$ cat config.mk
export PLATFORM = sky130hd
export DESIGN_NAME = kamus_l1d_arbiter
export DESIGN_NICKNAME = d
export VERILOG_FILES = /design/src/rtl/kamus_l1d_arbiter.sv
export SDC_FILE = /design/constraint.sdc
export NUM_CORES = 1
export LEC_CHECK = 0
export CAP_MARGIN = 20
export CELL_PAD_IN_SITES_DETAIL_PLACEMENT = 1
export CELL_PAD_IN_SITES_GLOBAL_PLACEMENT = 2
export CORE_UTILIZATION = 20
export CTS_BUF_LIST = sky130_fd_sc_hd__clkbuf_16
export CTS_CLUSTER_SIZE = 12
export DETAILED_ROUTE_END_ITERATION = 8
export GPL_TIMING_DRIVEN = 0
export PLACE_DENSITY_LB_ADDON = 0.2
export SYNTH_ARGS = -nofsm -noshare
export SYNTH_HDL_FRONTEND = slang
export SYNTH_SLANG_ARGS = --single-unit
$ cat constraint.sdc
create_clock -name clk_i -period 2.02 [get_ports clk_i]
set_clock_uncertainty 0.1 [all_clocks]
set_input_delay 0.404 -clock clk_i [delete_from_list [all_inputs] [get_ports clk_i]]
set_output_delay 0.404 -clock clk_i [all_outputs]
set_load 0.05 [all_outputs]
$ cat src/rtl/kamus_l1d_arbiter.sv
// kamus_l1d_arbiter
// Shares the single L1D request port between the core MEM stage (port C) and
// a debug/DMA master (port D). One transaction is in flight at a time on the
// cache side (req/gnt/rvalid handshake). Ties are broken round-robin. The
// response is routed back to the owning port, and a missing response is
// turned into an error response after TIMEOUT_CYC WAIT cycles.
//
// Ports:
//   clk_i, rst_ni                   clock, asynchronous active-low reset
//   c_req_i/we/be/addr/wdata        core request and fields (held until c_gnt_o)
//   c_gnt_o, c_rvalid_o, c_rdata_o, c_err_o   core grant and response
//   d_*                             debug/DMA port, same shape as port C
//   m_req_o/we/be/addr/wdata        request towards the L1D
//   m_gnt_i, m_rvalid_i, m_rdata_i  L1D grant and response
//   busy_o                          a transaction is in progress
//   err_sticky_o                    a timeout has occurred since reset
module kamus_l1d_arbiter #(
  parameter int ADDR_W      = 32,
  parameter int DATA_W      = 32,
  parameter int TIMEOUT_CYC = 255
) (
  input  logic                clk_i,
  input  logic                rst_ni,
  input  logic                c_req_i,
  input  logic                c_we_i,
  input  logic [DATA_W/8-1:0] c_be_i,
  input  logic [ADDR_W-1:0]   c_addr_i,
  input  logic [DATA_W-1:0]   c_wdata_i,
  output logic                c_gnt_o,
  output logic                c_rvalid_o,
  output logic [DATA_W-1:0]   c_rdata_o,
  output logic                c_err_o,
  input  logic                d_req_i,
  input  logic                d_we_i,
  input  logic [DATA_W/8-1:0] d_be_i,
  input  logic [ADDR_W-1:0]   d_addr_i,
  input  logic [DATA_W-1:0]   d_wdata_i,
  output logic                d_gnt_o,
  output logic                d_rvalid_o,
  output logic [DATA_W-1:0]   d_rdata_o,
  output logic                d_err_o,
  output logic                m_req_o,
  output logic                m_we_o,
  output logic [DATA_W/8-1:0] m_be_o,
  output logic [ADDR_W-1:0]   m_addr_o,
  output logic [DATA_W-1:0]   m_wdata_o,
  input  logic                m_gnt_i,
  input  logic                m_rvalid_i,
  input  logic [DATA_W-1:0]   m_rdata_i,
  output logic                busy_o,
  output logic                err_sticky_o
);

  localparam int BE_W = DATA_W / 8;
  // Counter value seen on the last WAIT cycle before the timeout fires.
  localparam logic [15:0] TO_LAST = 16'(TIMEOUT_CYC - 1);
  localparam logic OWN_C = 1'b0;
  localparam logic OWN_D = 1'b1;

  typedef enum logic [1:0] {
    ST_IDLE = 2'd0,
    ST_REQ  = 2'd1,
    ST_WAIT = 2'd2
  } state_t;

  state_t            r_state;
  state_t            w_state_nxt;
  logic              r_owner;
  logic              r_rr_last;
  logic              r_we;
  logic [BE_W-1:0]   r_be;
  logic [ADDR_W-1:0] r_addr;
  logic [DATA_W-1:0] r_wdata;
  logic [15:0]       r_cnt;
  logic              r_err_sticky;

  logic              w_start;
  logic              w_pick_d;
  logic              w_we;
  logic [BE_W-1:0]   w_be;
  logic [ADDR_W-1:0] w_addr;
  logic [DATA_W-1:0] w_wdata;
  logic              w_in_req;
  logic              w_gnt;
  logic              w_resp;
  logic              w_tmo;

  // Arbitration: a lone requester wins; on a tie the port that did not win last time wins.
  always_comb begin
    w_start  = c_req_i | d_req_i;
    w_pick_d = 1'b0;
    if (c_req_i && d_req_i) begin
      w_pick_d = (r_rr_last == OWN_C);
    end else begin
      w_pick_d = d_req_i;
    end
    if (w_pick_d) begin
      w_we    = d_we_i;
      w_be    = d_be_i;
      w_addr  = d_addr_i;
      w_wdata = d_wdata_i;
    end else begin
      w_we    = c_we_i;
      w_be    = c_be_i;
      w_addr  = c_addr_i;
      w_wdata = c_wdata_i;
    end
  end

  // Next-state logic; a real response wins over a timeout in the same cycle.
  always_comb begin
    w_state_nxt = r_state;
    w_resp      = 1'b0;
    w_tmo       = 1'b0;
    case (r_state)
      ST_IDLE: begin
        if (w_start) begin
          w_state_nxt = ST_REQ;
        end else begin
          w_state_nxt = ST_IDLE;
        end
      end
      ST_REQ: begin
        if (m_gnt_i) begin
          w_state_nxt = ST_WAIT;
        end else begin
          w_state_nxt = ST_REQ;
        end
      end
      ST_WAIT: begin
        if (m_rvalid_i) begin
          w_resp      = 1'b1;
          w_state_nxt = ST_IDLE;
        end else if (r_cnt == TO_LAST) begin
          w_tmo       = 1'b1;
          w_state_nxt = ST_IDLE;
        end else begin
          w_state_nxt = ST_WAIT;
        end
      end
      default: begin
        w_state_nxt = ST_IDLE;
      end
    endcase
  end

  assign w_in_req = (r_state == ST_REQ);
  assign w_gnt    = w_in_req & m_gnt_i;

  // Cache-side request: fields are only presented while the request is up.
  assign m_req_o   = w_in_req;
  assign m_we_o    = w_in_req & r_we;
  assign m_be_o    = w_in_req ? r_be    : {BE_W{1'b0}};
  assign m_addr_o  = w_in_req ? r_addr  : {ADDR_W{1'b0}};
  assign m_wdata_o = w_in_req ? r_wdata : {DATA_W{1'b0}};

  // Requester-side grant/response, steered to the owner only.
  assign c_gnt_o    = w_gnt & (r_owner == OWN_C);
  assign d_gnt_o    = w_gnt & (r_owner == OWN_D);
  assign c_rvalid_o = (w_resp | w_tmo) & (r_owner == OWN_C);
  assign d_rvalid_o = (w_resp | w_tmo) & (r_owner == OWN_D);
  assign c_err_o    = w_tmo & (r_owner == OWN_C);
  assign d_err_o    = w_tmo & (r_owner == OWN_D);
  assign c_rdata_o  = (w_resp && (r_owner == OWN_C)) ? m_rdata_i : {DATA_W{1'b0}};
  assign d_rdata_o  = (w_resp && (r_owner == OWN_D)) ? m_rdata_i : {DATA_W{1'b0}};

  assign busy_o       = (r_state != ST_IDLE);
  assign err_sticky_o = r_err_sticky;

  // State register plus owner, round-robin pointer and latched request fields.
  always_ff @(posedge clk_i or negedge rst_ni) begin
    if (!rst_ni) begin
      r_state   <= ST_IDLE;
      r_owner   <= OWN_C;
      r_rr_last <= OWN_D;
      r_we      <= 1'b0;
      r_be      <= {BE_W{1'b0}};
      r_addr    <= {ADDR_W{1'b0}};
      r_wdata   <= {DATA_W{1'b0}};
    end else begin
      r_state <= w_state_nxt;
      if ((r_state == ST_IDLE) && w_start) begin
        r_owner   <= w_pick_d;
        r_rr_last <= w_pick_d;
        r_we      <= w_we;
        r_be      <= w_be;
        r_addr    <= w_addr;
        r_wdata   <= w_wdata;
      end
    end
  end

  // WAIT-cycle counter: cleared on grant, saturates instead of wrapping.
  always_ff @(posedge clk_i or negedge rst_ni) begin
    if (!rst_ni) begin
      r_cnt <= 16'd0;
    end else if (w_gnt) begin
      r_cnt <= 16'd0;
    end else if ((r_state == ST_WAIT) && (r_cnt != 16'hFFFF)) begin
      r_cnt <= r_cnt + 16'd1;
    end
  end

  // Sticky timeout flag, only cleared by reset.
  always_ff @(posedge clk_i or negedge rst_ni) begin
    if (!rst_ni) begin
      r_err_sticky <= 1'b0;
    end else if (w_tmo) begin
      r_err_sticky <= 1'b1;
    end
  end

endmodule

Word level (Yosys, flattened, before mapping):

Index checks and enable logic that the tools add are counted.

* logic and storage cells: 56
* memory bits (read-only): 0
* bits in latches: 0
* register bits: 90
* memories: 0
* RAM bits: 0

* add/subtract/negate cells: 1
* $mul: 0
* multiplexer cells: 22
* magnitude comparators: 0
* reduce and logical (&&, ||, !) cells: 8
* equality and inequality tests: 4
* shifts and indexed selects: 0
* divide/modulo/power cells: 0
* bitwise operators: 12

Operators with widths (number)
* 32-bit 2-to-1 mux: 6
* 16-bit 2-to-1 mux: 2
* 16-bit by 1-bit adder with 16-bit output, second input constant: 1
* 16-bit by 8-bit == test with 1-bit output, second input constant: 1
* 16-bit != test, second input constant: 1
* 1-bit bitwise AND: 8
* 1-bit 2-to-1 mux: 8
* 4-bit 2-to-1 mux: 2
* 2-bit 2-to-1 mux: 3
* 2-bit case mux with 3 select lines: 1
* 1-bit logical AND: 5
* 2-bit nonzero test: 2
* 2-bit by 1-bit == test with 1-bit output, second input constant: 1
* 2-bit == test, second input constant: 1
* 2-bit logical NOT: 1
* 1-bit NOT: 2
* 1-bit OR: 2

Depth between registers and ports, before layout:

Gate-level depths: netlist of run 1.

* depth after elaboration: 6
* depth in mapped cells: 7
* mapped depth without buffers: 6

Worst setup path after synthesis of run 1:

Ideal clock, no wire load.

* path type: reg2out
* start point: register r_cnt[0]
* end point: output port c_rvalid_o
* path buffers: 0
* cell stages (with the launch flop): 7
* data arrival time: 1.821 ns
* data required time: 1.516 ns
* slack: -0.305 ns
* cell sequence: dfrtp_1 > inv_1 > ha_1 > and4b_1 > nand4_1 > nand2b_1 > o21bai_1

* cells in the longest elaborated chain, start to end: 6

Ends and longest elaborated chain
* start: declaration: line 74 `logic [15:0] r_cnt;`
* start signal: assignment: line 200 `r_cnt <= r_cnt + 16'd1;`
* 16-bit by 8-bit == test with 1-bit output: line 134 `end else if (r_cnt == TO_LAST) begin`
* 1-bit 2-to-1 mux: line 134
* 1-bit 2-to-1 mux: line 131 `if (m_rvalid_i) begin`
* 1-bit 2-to-1 mux: line 115 `case (r_state)`
* 1-bit OR: line 160 `assign c_rvalid_o = (w_resp | w_tmo) & (r_owner == OWN_C);`
* 1-bit bitwise AND: line 160
* end: declaration: line 30 `output logic c_rvalid_o,`

Every way passes these cells.

Worst setup path after layout of run 1:

* start point: register r_cnt[12]
* end point: output port d_rvalid_o

* cells in the longest elaborated chain, start to end: 6

Ends and longest elaborated chain
* 16-bit by 8-bit == test with 1-bit output: line 134
* 1-bit 2-to-1 mux: line 134
* 1-bit 2-to-1 mux: line 131
* 1-bit 2-to-1 mux: line 115
* 1-bit OR: line 161 `assign d_rvalid_o = (w_resp | w_tmo) & (r_owner == OWN_D);`
* 1-bit bitwise AND: line 161
* end: declaration: line 39 `output logic d_rvalid_o,`

Every way passes these cells.

==> results.cfg, run 1 <==
[route]
dr_total_vias = 5428
routed.top_layer = met4
drc = 0
postRouteAntennaNets = 0
drt_iter0_markers = 108
dr.pass1.iters = 4
totalWireLength_um = 21600
met1Wirelength_um = 8590
met2_wirelength_um = 10700
via_per_inst = 4.26
wl_met3_um = 2030
wl_per_cell_um = 17.0

[clocking]
cts_hold_buf = 0
clock_sinks = 90
cts_htree_levels = 3
cts_buffers = 9
insertion_delay_ns = 0.35
cts_tree = built
clk_pin_slew_ns = 0.07
clockBufferDepth = 2
root_buffer = clkbuf_16

[floorplanning]
design.die.area_mm2 = 0.0270
die_h_um = 164
die_width_um = 164
start_util_pct = 20.3
core_mm2 = 0.0260
ioPinCount = 318
num_rows = 59

[timing]
setup_viol = 143
hold_viol_final = 11
slew_violations = 0
holdWs_ns = -0.0282
max_freq_ghz = 0.427
timing.final.crit_share_pct = 116
min_period_ns = 2.34
tightest_slew_ns = 0.674
grt_setup_unrepaired = true
slew_headroom_pct = 55.1
worst_slack_ns = -0.324
final.setup.tns_ns = -24.77

[yosys]
dominantRegCellSynth = dfrtp_1
ys_types = 39
synth.yosys.seq_area_share_pct = 42.7
yosysTopAreaCell = dfrtp_1
synth-edff-count = 0
synth_area_leaders = dfrtp_1 (42%), and2_1 (16%), mux2i_1 (15%)
avgSynthCellArea_um2 = 9.10
synthCells = 580
ys_warn_count = 0
ys_ff_latch = 90
synth_top_area_share_pct = 42.2
syn_area_mm2 = 0.00528
async_flop_share_pct = 100
syn_nets = 758

[job]
max_cap_violations = 0

[placement]
pre_cts_slack_ns = -1.10
placed_cells = 1233
gp_congestion = 0.718
dp_hpwl_um = 16000
numPortBuffers = 317
placed_cell_area_mm2 = 0.00892

[setup_path]
worstRegToRegCells = 7
critPathCaptureType = primary output
crit_type = flop to primary output
path_delay_family = simple AND/OR/NAND/NOR gates
cp_cell_sequence = nor4_1 -> nand4_1 -> nand2b_4 -> o21bai_4 -> buf_8
setup.worst_path.start_class = flop
cp.required_ns = 1.52
worstPathMaxFanout = 7
crit_buf_inv = 1
crit_path_top_delay_cell = dfrtp_1
path_depth = 5
max_stage_delay_ns = 0.45
cp.arrival_ns = 1.84

[power_and_ir_drop]
peakVddDrop_mv = 0.557
power.total_mw = 14.5
powerDensity_mw_per_mm2 = 1400
power.leakage_nw = 4.50

[grt]
antenna_found_initial = 0
grt_max_degree = 47
grt_pass1_wl_um = 32400
grt.total_usage_pct = 15.8
first_global_vias = 5704
overflow = 0

[cells_and_area]
drive_gt1_share_pct = 34.5
fin_area_mm2 = 0.0104
final_nets = 1111
fill_cells = 2888
multi_input_area_mm2 = 0.00310
final_util_pct = 39.8
area_growth_pct = 96.2
regArea_mm2 = 0.00226
num_antenna_cells = 0
fin_cells = 1273

[outcome]
status = finished, violations left
failed_checks = hold timing, setup timing

[worst_hold_path]
holdCritPathClass = input port to async pin
[cell usage after synthesis, drive strengths merged (4+ instances only)]
cell,number
and3,4
nand2,19
nor4,6
o211ai,4
nand2b,4
inv,4
a21oi,72
dfrtp,89
nor2,75
nand4,6
nor3,7
and2,134
mux2i,79
nand3,7
clkbuf,22
buf,21
[power breakdown]
part | internal (mW) | switching, mW
Clock | 1.09 | 0.774
Sequential | 2.56 | 0.382
Combinational | 3.85 | 5.87
Total | 7.49 | 7.03
[metal layers]
layer	vias to the layer above	track usage, %
li1	2656	-
met1	2554	18.4
met2	203	27.2
met3	15	5.52
met4	0	4.46
met5	-	0
[state kept, by name, indices dropped and copies added (netlist names)]
| signal | cells |
|---|---|
| r_addr | 32 |
| r_wdata | 32 |
| r_cnt | 16 |
| r_be | 4 |
| r_state | 2 |
| err_sticky_o | 1 |
| r_owner | 1 |
| r_rr_last | 1 |
| r_we | 1 |
[cells in the final DEF (no fill, tap or decap), types with 3 or more instances in the layout]
| cell type | count |
|---|---|
| clkbuf_8 | 3 |
| o211ai_1 | 4 |
| nand3_1 | 7 |
| dfrtp_2 | 3 |
| buf_2 | 14 |
| nor4_1 | 4 |
| nor2_2 | 3 |
| dfrtp_1 | 86 |
| nand2b_1 | 3 |
| and2_1 | 57 |
| a21oi_1 | 72 |
| nor2_1 | 70 |
| mux2i_1 | 79 |
| nor3_1 | 5 |
| buf_4 | 18 |
| o31ai_1 | 3 |
| buf_8 | 83 |
| clkbuf_1 | 3 |
| inv_1 | 4 |
| clkdlybuf4s50_1 | 173 |
| clkbuf_2 | 5 |
| nand4_1 | 5 |
| nand2_1 | 18 |
| buf_6 | 76 |
| and2_4 | 77 |
| clkbuf_16 | 10 |
| and3_4 | 4 |
[final timing paths]
path                            slack (ns)         start      endpoint
worst max-delay path                 -0.32     r_cnt[12]    d_rvalid_o
worst min-delay path                 -0.03        rst_ni   r_wdata[21]
worst max register to register       -0.01    r_state[0]       r_be[2]
worst min register to register        0.37  err_sticky_o  err_sticky_o
max in group asynchronous             1.11        rst_ni     r_rr_last
min in group clk_i                    0.37  err_sticky_o  err_sticky_o
[worst reg2reg max path: stages (launching register included)]
cell and delay (ns):
dfrtp_2 0.45, nor2_2 0.32, o21a_1 0.17, clkbuf_1 0.22
clkbuf_4 0.26, buf_2 0.25, nor2_1 0.06, a21oi_1 0.13
[logic make-up (layout without fill, tap and decap cells)]
logic type      count (synthesis)  in the layout  share of synthesized area (%)
compound gates                 89             89                           9.18
fa+ha+maj                       2              2                          0.474
buf+inv                        47            403                           4.15
flops                          90             90                           42.7
mux                            79             79                           15.0
simple gates                  273            275                           28.5
[final cells by class]
class                           count  area share [%]
Multi-Input combinational cell    445            29.9
Tap cell                          335            4.05
Clock buffer                        9            2.18
Timing Repair Buffer              341            37.6
Sequential cell                    90            21.8
Buffer                             42            3.44
Clock inverter                      7           0.906
Inverter                            4           0.145
[timing repair]
| action | in CTS | in global routing |
|---|---|---|
| gates resized for setup | 934 | 364 |
| endpoints found under the setup margin | 221 | 226 |
| pin swaps | 26 | 29 |
| buffers inserted | 9 | 9 |
| cloned | 6 | 2 |
Power figures use the tool's default switching activity.
==> inputs of run 2 (changes only) <==
--- a/config.mk
+++ b/config.mk
@@ -13,6 +13,7 @@
 export CTS_CLUSTER_SIZE = 12
 export DETAILED_ROUTE_END_ITERATION = 8
 export GPL_TIMING_DRIVEN = 0
+export MAX_ROUTING_LAYER = met4
 export PLACE_DENSITY_LB_ADDON = 0.2
 export SYNTH_ARGS = -nofsm -noshare
 export SYNTH_HDL_FRONTEND = slang
==> run 2 against run 1 <==
Compared with the run above: the flow still finishes with violations (hold timing, setup timing); maximum frequency down 0.78%; cell count up 0.79%; hold slack worse by 0.0059 ns; die area unchanged; cell area up 3.9%; global-route usage up 0.46 points; via count up 1.3%; flip-flop and latch count unchanged; utilization up 1.6 points; non-clock buffer count up 10; worst setup slack worse by 0.018 ns; critical path depth unchanged; critical path type unchanged; highest routed layer unchanged.
==> results.cfg, run 2 (synthesis results as in run 1) <==
[outcome]
status = finished, violations left
failed_checks = hold timing, setup timing

[timing]
hold_viol_final = 14
setup_viol = 158
max_freq_ghz = 0.423
slew_violations = 0
holdWs_ns = -0.0341
min_period_ns = 2.36
worst_slack_ns = -0.342
tightest_slew_ns = 0.679
grt_setup_unrepaired = true
slew_headroom_pct = 54.7
timing.final.crit_share_pct = 117

[setup_path]
crit_type = flop to primary output
cp.arrival_ns = 1.86
cp.required_ns = 1.52
worstPathMaxFanout = 7
setup.worst_path.start_class = flop
critPathCaptureType = primary output

[route]
via_per_inst = 4.28
wl_per_cell_um = 17.3
drt_iter0_markers = 140
dr.pass1.iters = 4
postRouteAntennaNets = 0
totalWireLength_um = 22300
drc = 0
dr_total_vias = 5496

[grt]
grtUsageMet3_pct = 5.47
antenna_found_initial = 0
grt_max_degree = 47
grt_use_met2_pct = 27.1
overflow = 0
first_global_vias = 5730
top_usage_layer = met2
use_met1_pct = 18.5
grt.total_usage_pct = 16.2
grt_pass1_wl_um = 32300

[clocking]
cts_tree = built
clk_pin_slew_ns = 0.07
cts_buffers = 9
cts_hold_buf = 0
root_buffer = clkbuf_16
insertion_delay_ns = 0.35
clock_sinks = 90
clockBufferDepth = 2
cts_htree_levels = 3

[cells_and_area]
num_antenna_cells = 0
regArea_mm2 = 0.00226
area_growth_pct = 104
reg_top3 = r_addr (32), r_wdata (32), r_cnt (16)
final_nets = 1121
mostFrequentLayoutCells = clkdlybuf4s50_1 (173), buf_8 (114), and2_4 (107)
fill_cells = 2871
fin_area_mm2 = 0.0108
final_common_cell = clkdlybuf4s50_1
drive_gt1_share_pct = 38.5
multi_input_area_mm2 = 0.00318

[worst_hold_path]
holdCritPathClass = input port to async pin

[floorplanning]
design.die.area_mm2 = 0.0270
num_rows = 59
core_mm2 = 0.0260
die_width_um = 164
ioPinCount = 318
start_util_pct = 20.3
die_h_um = 164

[power_and_ir_drop]
peakVddDrop_mv = 0.548
power.leakage_nw = 4.69
powerDensity_mw_per_mm2 = 1460

[placement]
gp_congestion = 0.726
numPortBuffers = 317
pre_cts_slack_ns = -1.10
placed_cell_area_mm2 = 0.00892
dp_hpwl_um = 16000

[job]
max_cap_violations = 0
run 2: path summary, 6_finish.rpt:
kind / startpoint / endpoint / slack, ns / cells past startpoint
worst max-delay path: r_cnt[12] / d_rvalid_o / -0.34 / 5
worst min-delay path: rst_ni / r_wdata[21] / -0.03 / 1
worst max register to register: r_state[0] / r_wdata[16] / -0.02 / 7
worst min register to register: err_sticky_o / err_sticky_o / 0.37 / 1
max in group asynchronous: rst_ni / r_rr_last / 1.11 / 2
min in group clk_i: err_sticky_o / err_sticky_o / 0.37 / 1
run 2: worst max-delay path, cell delays in order (launching register included):
cell	delay [ns]
dfrtp_1	0.46
nor4_1	0.30
nand4_1	0.17
nand2b_4	0.23
o21bai_4	0.17
buf_8	0.17
run 2: power by group:
part,internal [mW],switching [mW],total (mW)
Sequential,2.56,0.410,2.97
Combinational,4.76,6.13,10.9
Clock,1.09,0.781,1.87
run 2: repair_timing:
action,4_1_cts,5_1_grt
cloned,6,7
endpoints found under the hold margin,0,0
pin swaps,26,44
endpoints found under the setup margin,221,226
buffers inserted,9,14
resized for setup,934,443
run 2: routing by layer:
layer | part of all wire (%) | wire (µm)
met1 | 40 | 8860
met2 | 50 | 11000
met3 | 9.4 | 2100
met4 | 1.2 | 278
met5 | 0 | 0
run 2: layout make-up:
cell class / instances / area share [%]
repair buffers: 351 / 38.9
multi-input cells: 445 / 29.6
flip-flops and latches: 90 / 21.0
well taps: 335 / 3.90
plain buffers: 42 / 3.52
clock buffers: 9 / 2.09
clock inverters: 7 / 0.872
inverters: 4 / 0.140
run 2: through the flow:
step	util, %	total power, mW	cells	setup TNS, ns	hold WS [ns]
2_1_floorplan	-	8.35	580	-0.701	0.00841
3_3_place_gp	34.2	11.5	1232	-466.75	0.352
3_5_place_dp	34.3	11.5	1233	-155.45	0.361
4_1_cts	36.4	13.4	1264	-35.82	0.00295
5_1_grt	41.4	16.6	1283	-48.25	0.0228
6_report	41.4	15.7	1283	-28.86	-0.0341
==> inputs of run 3 (changes only) <==
--- a/config.mk
+++ b/config.mk
@@ -5,10 +5,11 @@
 export SDC_FILE = /design/constraint.sdc
 export NUM_CORES = 1
 export LEC_CHECK = 0
+export ABC_AREA = 1
 export CAP_MARGIN = 20
 export CELL_PAD_IN_SITES_DETAIL_PLACEMENT = 1
 export CELL_PAD_IN_SITES_GLOBAL_PLACEMENT = 2
-export CORE_UTILIZATION = 20
+export CORE_UTILIZATION = 19
 export CTS_BUF_LIST = sky130_fd_sc_hd__clkbuf_16
 export CTS_CLUSTER_SIZE = 12
 export DETAILED_ROUTE_END_ITERATION = 8
==> run 3 against run 2 <==
Compared with the run above: the run ends with setup timing left; sequential share of layout area fell by 1.2 points; first-iteration DRC count up 86%; cell count up 15%; count of clock-buffer cells in the layout unchanged; clock power rose by 4%; critical endpoint unchanged.
==> results.cfg, run 3 <==
[timing]
hold_viol_final = 0
tightest_slew_ns = 0.536
setup_viol = 133
min_period_ns = 2.32
grt_setup_unrepaired = true
timing.final.crit_share_pct = 115
slew_violations = 0
slew_headroom_pct = 64.3
worst_slack_ns = -0.298
max_freq_ghz = 0.431
holdWs_ns = 0.369

[yosys]
async_flop_share_pct = 100
synth.yosys.seq_area_share_pct = 43.2
dominantRegCellSynth = dfrtp_1
syn_area_mm2 = 0.00521
synth_most_common_cell = nor2_1
ys_warn_count = 0
synth_top_area_share_pct = 42.7
synth-edff-count = 0
avgSynthCellArea_um2 = 7.00
synthCells = 744
syn_nets = 922
synth_area_leaders = dfrtp_1 (43%), nor2_1 (16%), inv_1 (9.0%)
yosysTopAreaCell = dfrtp_1
ys_ff_latch = 90
synth_commonest_cells = nor2_1 (224), inv_1 (125), dfrtp_1 (89)
ys_types = 27

[clocking]
root_buffer = clkbuf_16
clk_pin_slew_ns = 0.07
clockBufferDepth = 2
clock_sinks = 90
insertion_delay_ns = 0.35
cts_buffers = 9
cts_htree_levels = 3
cts_tree = built

[route]
drc = 0
drt_iter0_markers = 261
totalWireLength_um = 26700
wl_per_cell_um = 18.1
via_per_inst = 4.32
dr_total_vias = 6346
postRouteAntennaNets = 0
dr.pass1.iters = 4

[floorplanning]
die_width_um = 168
ioPinCount = 318
start_util_pct = 19.3
num_rows = 60
design.die.area_mm2 = 0.0281
core_mm2 = 0.0270
die_h_um = 168

[cells_and_area]
final_common_cell = clkdlybuf4s50_1
fill_cells = 3069
final_nets = 1299
fin_area_mm2 = 0.0114
reg_top3 = r_addr (32), r_wdata (32), r_cnt (16)
area_growth_pct = 118
drive_gt1_share_pct = 37.4
final_util_pct = 42.2
mostFrequentLayoutCells = clkdlybuf4s50_1 (173), nor2_4 (126), inv_1 (119)

[grt]
overflow = 0
grt_max_degree = 60
antenna_found_initial = 2
grt_pass1_wl_um = 39600
first_global_vias = 6723
grt.total_usage_pct = 19.0

[setup_path]
reg2reg_from = r_cnt[0]
cp.required_ns = 1.52
r2r_slack_ns = 0.06
setup.worst_path.start_class = flop
startpoint = r_state[0]
cp.arrival_ns = 1.81
critPathCaptureType = primary output
crit_type = flop to primary output
worstPathMaxFanout = 5

[outcome]
status = finished, violations left
failed_checks = setup timing

[power_and_ir_drop]
seq_power_share_pct = 18.2
powerDensity_mw_per_mm2 = 1420
power.total_mw = 16.2
power.leakage_nw = 4.95
pwr-share-clk_pct = 12.0
peakVddDrop_mv = 0.642
internal_power_mw = 8.09
swShare_pct = 50.0
p_sw_mw = 8.10
combPwrFrac_pct = 69.7

[worst_hold_path]
worst_hold_startpoint = err_sticky_o
holdCritPathClass = flop to flop

[placement]
placed_cell_area_mm2 = 0.00898
gp_congestion = 0.766
pre_cts_slack_ns = -1.13
numPortBuffers = 317
dp_hpwl_um = 19000

[job]
max_cap_violations = 0
[run 3: cell types whose count changed in the layout (fill, tap and decap cells not counted), sizes merged, moves of 13 or more]
cell	previous run	this run
nand3	7	20
clkbuf	26	40
and2	134	0
mux2i	79	0
nor2	75	231
inv	6	129
o21ai	2	85
nand2	19	67
a21oi	72	0
o22ai	0	69
[run 3: per-layer routing]
| metal | vias up | GRT usage, % | wire (µm) |
|---|---|---|---|
| met4 | 0 | 3.91 | 354 |
| met1 | 3043 | 22.9 | 11600 |
| met5 | - | - | 0 |
| met3 | 21 | 5.37 | 1530 |
| met2 | 156 | 31.4 | 13200 |
| li1 | 3126 | - | - |
[run 3: power by group through the flow]
| stage | clock network, mW | logic (mW) | registers (mW) |
|---|---|---|---|
| after floorplan | 0 | 5.21 | 2.88 |
| after global placement | 0 | 8.05 | 2.95 |
| after detailed placement | 0 | 8.07 | 2.97 |
| after CTS | 2.00 | 9.46 | 2.94 |
| after global routing | 2.07 | 12.0 | 3.05 |
| final | 1.95 | 11.3 | 2.95 |
[run 3: cells by family (layout without fill, tap and decap cells)]
family | after synthesis | count (layout) | synth area share, %
other cells | 0 | 3 | 0
simple gates | 327 | 330 | 26.4
buf+inv | 169 | 548 | 12.7
flops | 90 | 90 | 43.2
fa+ha+maj | 2 | 2 | 0.480
compound gates | 154 | 154 | 16.8
xor+xnor | 2 | 2 | 0.336
[run 3: critical path, cell delays in order, from the launching register on]
cell and delay, ns:
dfrtp_2 0.43, nor2_4 0.18, inv_2 0.06, or2_1 0.25
inv_2 0.09, nand3_4 0.12, o21ai_2 0.15, buf_6 0.17
[run 3: stage by stage]
| stage | TNS [ns] | cells |
|---|---|---|
| detailed placement | -138.74 | 1403 |
| finish | -21.10 | 1470 |
| floorplan | -2.60 | 744 |
| CTS | -18.42 | 1440 |
| global route | -30.08 | 1469 |
| global placement | -460.29 | 1402 |
[run 3: final timing paths]
kind	endpoint	cells past startpoint
worst max-delay path	d_rvalid_o	7
worst min-delay path	err_sticky_o	2
worst max register to register	r_cnt[12]	11
worst min register to register	err_sticky_o	2
max in group asynchronous	r_wdata[0]	3
min in group asynchronous	r_wdata[11]	2
[run 3: cell type report]
type | instances | area, µm² | share of cell area (%)
Antenna cell | 3 | 7.51 | 0.0660
Sequential cell | 90 | 2260 | 19.8
Clock buffer | 9 | 225 | 1.98
Inverter | 126 | 478 | 4.20
Tap cell | 341 | 427 | 3.75
Timing Repair Buffer | 366 | 4100 | 36.0
Buffer | 40 | 424 | 3.73
Multi-Input combinational cell | 488 | 3360 | 29.6
Clock inverter | 7 | 98.8 | 0.869
[run 3: timing repair]
action,CTS,global route
hold buffers,1,0
pin swaps,7,9
hold endpoints to repair,30,0
resized for setup,1116,240
buffers inserted,15,21
endpoints found under the setup margin,213,177
cloned,5,10
